File: src/rtl/adder_share_arbiter.sv
// Round-robin arbiter sharing one combinational adder among NREQ requesters,
// with a single registered result slot. Define ADDER_SHARE_ARB_OVF_EN to add rsp_ovf.
module adder_share_arbiter #(
  parameter int WIDTH = 20,
  parameter int NREQ  = 4,
  parameter int IDW   = 2
) (
  input  logic                   clk,
  input  logic                   rst,
  input  logic [NREQ-1:0]        req_valid,
  output logic [NREQ-1:0]        req_ready,
  input  logic [NREQ*WIDTH-1:0]  req_a,
  input  logic [NREQ*WIDTH-1:0]  req_b,
  output logic [WIDTH-1:0]       add_a,
  output logic [WIDTH-1:0]       add_b,
  input  logic [WIDTH-1:0]       add_o,
  output logic                   rsp_valid,
  input  logic                   rsp_ready,
  output logic [IDW-1:0]         rsp_id,
  output logic [WIDTH-1:0]       rsp_data
`ifdef ADDER_SHARE_ARB_OVF_EN
  ,
  output logic                   rsp_ovf
`endif
);

  typedef enum logic {
    EMPTY = 1'b0,
    FULL  = 1'b1
  } state_t;

  state_t          state;
  logic [IDW-1:0]  ptr;
  logic            can_issue;
  logic            gnt_valid;
  logic [IDW-1:0]  gnt_idx;
  logic [IDW-1:0]  sel;
  logic [IDW-1:0]  ptr_next;
  int unsigned     scan_idx;

  // Search ptr, ptr+1, ... wrapping; first valid requester wins.
  always_comb begin
    can_issue = (state == EMPTY) || rsp_ready;
    gnt_valid = 1'b0;
    gnt_idx   = '0;
    scan_idx  = 0;
    if (!rst && can_issue) begin
      for (int unsigned k = 0; k < NREQ; k++) begin
        scan_idx = 32'(ptr) + k;
        if (scan_idx >= NREQ) scan_idx = scan_idx - NREQ;
        if (!gnt_valid && req_valid[scan_idx[IDW-1:0]]) begin
          gnt_valid = 1'b1;
          gnt_idx   = scan_idx[IDW-1:0];
        end
      end
    end
  end

  always_comb begin
    req_ready = '0;
    if (gnt_valid) req_ready[gnt_idx] = 1'b1;
  end

  // Idle cycles still drive a deterministic operand pair (requester ptr).
  assign sel   = gnt_valid ? gnt_idx : ptr;
  assign add_a = req_a[sel*WIDTH +: WIDTH];
  assign add_b = req_b[sel*WIDTH +: WIDTH];

  assign ptr_next  = (gnt_idx == IDW'(NREQ - 1)) ? '0 : gnt_idx + 1'b1;
  assign rsp_valid = (state == FULL);

  always_ff @(posedge clk) begin
    if (rst) begin
      state    <= EMPTY;
      ptr      <= '0;
      rsp_id   <= '0;
      rsp_data <= '0;
`ifdef ADDER_SHARE_ARB_OVF_EN
      rsp_ovf  <= 1'b0;
`endif
    end else if (gnt_valid) begin
      state    <= FULL;
      ptr      <= ptr_next;
      rsp_id   <= gnt_idx;
      rsp_data <= add_o;
`ifdef ADDER_SHARE_ARB_OVF_EN
      rsp_ovf  <= (add_o < add_a);
`endif
    end else if (state == FULL && rsp_ready) begin
      state <= EMPTY;
    end
  end

endmodule

File: config.mk
export PLATFORM = sky130hd
export DESIGN_NAME = adder_share_arbiter
export DESIGN_NICKNAME = d
export VERILOG_FILES = /design/src/rtl/adder_share_arbiter.sv
export SDC_FILE = /design/constraint.sdc
export NUM_CORES = 1
export LEC_CHECK = 0
export CAP_MARGIN = 10
export CORE_AREA = 3 3 99 101
export DETAILED_ROUTE_END_ITERATION = 6
export DIE_AREA = 0 0 102 104
export PLACE_DENSITY = 0.77
export SLEW_MARGIN = 20
export SYNTH_ARGS = -nofsm -noshare
export SYNTH_HDL_FRONTEND = slang
export SYNTH_SLANG_ARGS = --single-unit
File: constraint.sdc
create_clock -name clk -period 6.6 [get_ports clk]
set_input_delay 1.32 -clock clk [delete_from_list [all_inputs] [get_ports clk]]
set_output_delay 1.32 -clock clk [all_outputs]
set_load 0.02 [all_outputs]
==> impl_summary.md <==
Power
Sequential cells account for between 20 and 25% of the total power. For this design the ratio of total power to cell area is around 150 nW/um^2. Combinational logic burns 65.7% of the power. The maximum vdd drop is roughly 120 uV.

The cell-internal power is 0.486 mW. The fraction of power consumed by the clock network is 11.8%. For this design the static power due to leakage is roughly 2.3 nW.

Summed over all nets, the switching power comes to between 0.2 and 0.3 mW. The fraction of power spent switching nets is 35.7%.

Floorplan
The vertical die dimension is 104 microns. The die is around 100 microns wide. During I/O placement, the number of pins put on the boundary was 254. The initial standard-cell utilization of the core is between 20% and 30%. The standard cell core area is roughly 9100 sq um. The die footprint is 10600 sq um. The floorplan row count is 35.

CTS
Clock latency on the worst-skew pair, taken at its later pin, is 0.27 ns. In this run, post-CTS repair resized a total of 0 instances. Post-CTS timing repair inserted 0 buffers for setup. The number of clock sinks seen by CTS is 25. Clock-pin slew was measured on the worst setup and hold paths at 0.08 ns. The clock buffer count from CTS is 3. TritonCTS built the clock tree. The longest clock path from root to sink contains 2 buffers. The number of buffers inserted for hold repair after clock tree synthesis is 0. The cell chosen for the clock root is clkbuf_8. In this run the number of H-tree levels came out at 1.

Setup path
The worst-case register-to-register setup slack is 4.49 ns. The worst setup path is launched from a primary input. The type of the worst setup path is primary input to primary output. The arrival time at the worst endpoint is 4.36 ns. Data on the critical path is required at its endpoint by 5.28 ns. The maximum fanout along the worst path is 28.

The kind of end point of the critical path is a primary output.

Placed design
Once detailed placement completed, the half-perimeter wirelength came to slightly above 9000 microns. Timing analysis after detailed placement gives a worst setup slack of 0.940 ns. The total of buffers placed on input and output ports is about 250.

Routability-driven placement finished with a final weighted congestion of 0.862.

Synth
The average footprint of a synthesized cell is between 9 and 10 sq um. When the netlist entered floorplanning its net count stood at 467. The biggest area contributor in the post-synthesis netlist is mux2i_1. Ranked by total cell area, the synthesized netlist is headed by mux2i_1 (48%), dfxtp_1 (20%), nand2_1 (6.4%). The share of the synthesized area in the top cell type is between 40% and 50%.

For this run, the number of Yosys warnings is 0. The sequential fraction of the synthesis area is about a fifth. After synthesis, the netlist uses 28 different library cells.

The post-synthesis cell area is about 2500 sq um. Synthesis inferred 25 register bits. The cell count after synthesis is between 200 and 300.

STA
The timing-limited maximum frequency is 176 MHz. For the finished layout, the period the worst path requires is 5.68 ns. The setup slack after layout is between 0.9 and 1 ns. The number of hold violations in the final report is 0. After routing, the total negative slack on setup checks comes to 0 ns. Headroom to the max-slew limit came out at between 50% and 60%. Setup violations remaining at the end of the flow were counted as 0. Of the available clock period, the critical path in the final layout requires 86.1%. The number of pins with negative max-slew slack in the final report is 0. The measured slew at the worst slew-check pin is 0.637 ns.

Setup repair after global routing left no endpoint under its margin. Across the routed clock network, the largest skew measured is 0.00349 ns.

Run status
The run finished with clean final reports.

Global routing
For this run the aggregate overflow at the end of global routing stands at 0. The number of global-route vias before repair came to 3121. The first-pass GRT wire length is 16300 microns. The initial antenna violation count was 0.

Entering global routing, the biggest net connects between 50 and 60 pins. Global routing used 19.2% of the available tracks.

Route
The antenna violation net count after detailed routing is 0. The first-pass iteration count of the detailed router is 6. The total vias in the final route is 3042. After the first detailed-routing iteration, the DRC count stood at 77. After detailed routing, the average wire length per cell comes to roughly 17 microns. In the routed layout, each cell is associated on average with a via count of 4.84. In the routed design, unresolved DRC markers number 0. The final wirelength is between 10000 and 15000 microns.

Run
Max-cap violations in this run came to 0.

Layout
The repair_antennas step left the layout with diodes totalling 0. Cells with a size suffix above 1 make up about 3.5% of the layout. Cells fill 56.9% of the core in the end. The area added between synthesis and finish is 105%. The net count of the finished layout is just over 700.

Min path
The class of the tightest hold or removal check is flop to flop.
flip-flops by register name, indices dropped and copies added, names as in the netlist:
| register | count |
|---|---|
| rsp_data | 20 |
| ptr | 2 |
| rsp_id | 2 |
| rsp_valid | 1 |
kinds of logic (layout without fill, tap and decap cells):
family                     after synthesis  in the layout  share of synthesized area, %
adders and majority gates                4              4                          1.98
buffers and inverters                   27            268                          6.89
and+or+nand+nor                         65             65                          12.5
muxes                                  121            121                          48.0
AOI/OAI and AO/OA                       34             34                          10.7
DFF                                     25             25                          19.8
layer usage:
layer  up-vias  wire, microns  track usage, %
met5         -              0               0
met4         0            255            4.87
met3        19            904            4.09
met2       146           5630            35.7
met1      1389           4200            21.5
li1       1488              -               -
cell usage in the layout, fill, tap and decap left out:
cell type,Yosys,final
a2111oi_4,1,1
a21o_1,2,2
a21oi_1,5,5
a31oi_4,0,1
and2_1,4,4
buf_12,0,2
buf_4,0,5
clkbuf_1,10,1
clkbuf_8,0,3
clkdlybuf4s50_1,0,253
dfxtp_1,25,25
ha_1,4,4
inv_1,4,4
mux2_2,1,1
mux2i_1,120,120
nand2_1,43,42
nand2_2,0,1
nand2b_1,6,6
nand3_1,2,2
nand3b_1,2,2
nor2_1,1,1
nor2b_1,2,1
nor2b_2,0,1
nor3_1,2,1
nor3_2,0,1
nor4_4,1,1
nor4bb_1,2,2
o2111ai_2,1,1
o211ai_1,20,20
o21ai_0,1,1
o21bai_1,1,1
o311a_1,1,1
o31a_1,1,1
power by group through the flow:
stage                     Clock, mW  Combinational, mW  Sequential [mW]
after floorplan                   0              0.245            0.184
after global placement            0              0.494            0.173
after detailed placement          0              0.500            0.173
after CTS                    0.0917              0.501            0.170
after global routing         0.0981              0.529            0.171
final                        0.0889              0.497            0.170
layout make-up:
| type | count | area, sq um |
|---|---|---|
| Timing Repair Buffer | 260 | 2610 |
| Sequential cell | 25 | 500 |
| Inverter | 4 | 15.0 |
| Fill cell | 820 | 3930 |
| Multi-Input combinational cell | 224 | 1870 |
| Tap cell | 111 | 139 |
| Clock buffer | 4 | 45.0 |
worst paths after layout:
path / start / end / cells after the start
worst max-delay path: rst / add_a[7] / 8
worst min-delay path: rsp_id[1] / rsp_id[1] / 2
worst min register to register: rsp_id[1] / rsp_id[1] / 2
worst max register to register: ptr[1] / ptr[1] / 6
per-stage QoR:
step / total power [mW] / area, sq um / instances / hold slack (ns)
after floorplan: 0.429 / 2520 / 276 / 0.534
after global placement: 0.667 / 5140 / 624 / 0.478
after detailed placement: 0.673 / 5140 / 624 / 0.478
after CTS: 0.763 / 5180 / 628 / 0.489
after global routing: 0.798 / 5180 / 628 / 0.510
final: 0.756 / 5180 / 628 / 0.483
worst max-delay path, cell delays in order:
cell	delay, ns
clkdlybuf4s50_1	0.39
buf_4	0.17
inv_1	0.48
o2111ai_2	0.32
nand2_2	0.44
buf_12	0.28
mux2i_1	0.28
clkdlybuf4s50_1	0.64
synth_stat cells:
| master | n |
|---|---|
| mux2i_1 | 120 |
| nand2_1 | 43 |
| dfxtp_1 | 25 |
| o211ai_1 | 20 |
| clkbuf_1 | 10 |
| buf_6 | 9 |
| nand2b_1 | 6 |
| a21oi_1 | 5 |
| and2_1 | 4 |
| buf_2 | 4 |
| ha_1 | 4 |
| inv_1 | 4 |
| a21o_1 | 2 |
| nand3_1 | 2 |
| nand3b_1 | 2 |
| nor2b_1 | 2 |
| nor3_1 | 2 |
| nor4bb_1 | 2 |
| a2111oi_4 | 1 |
| a31oi_1 | 1 |
| mux2_2 | 1 |
| nor2_1 | 1 |
| nor4_4 | 1 |
| o2111ai_2 | 1 |
| o21ai_0 | 1 |
| o21bai_1 | 1 |
| o311a_1 | 1 |
| o31a_1 | 1 |
(Power assumes the default switching activity.)
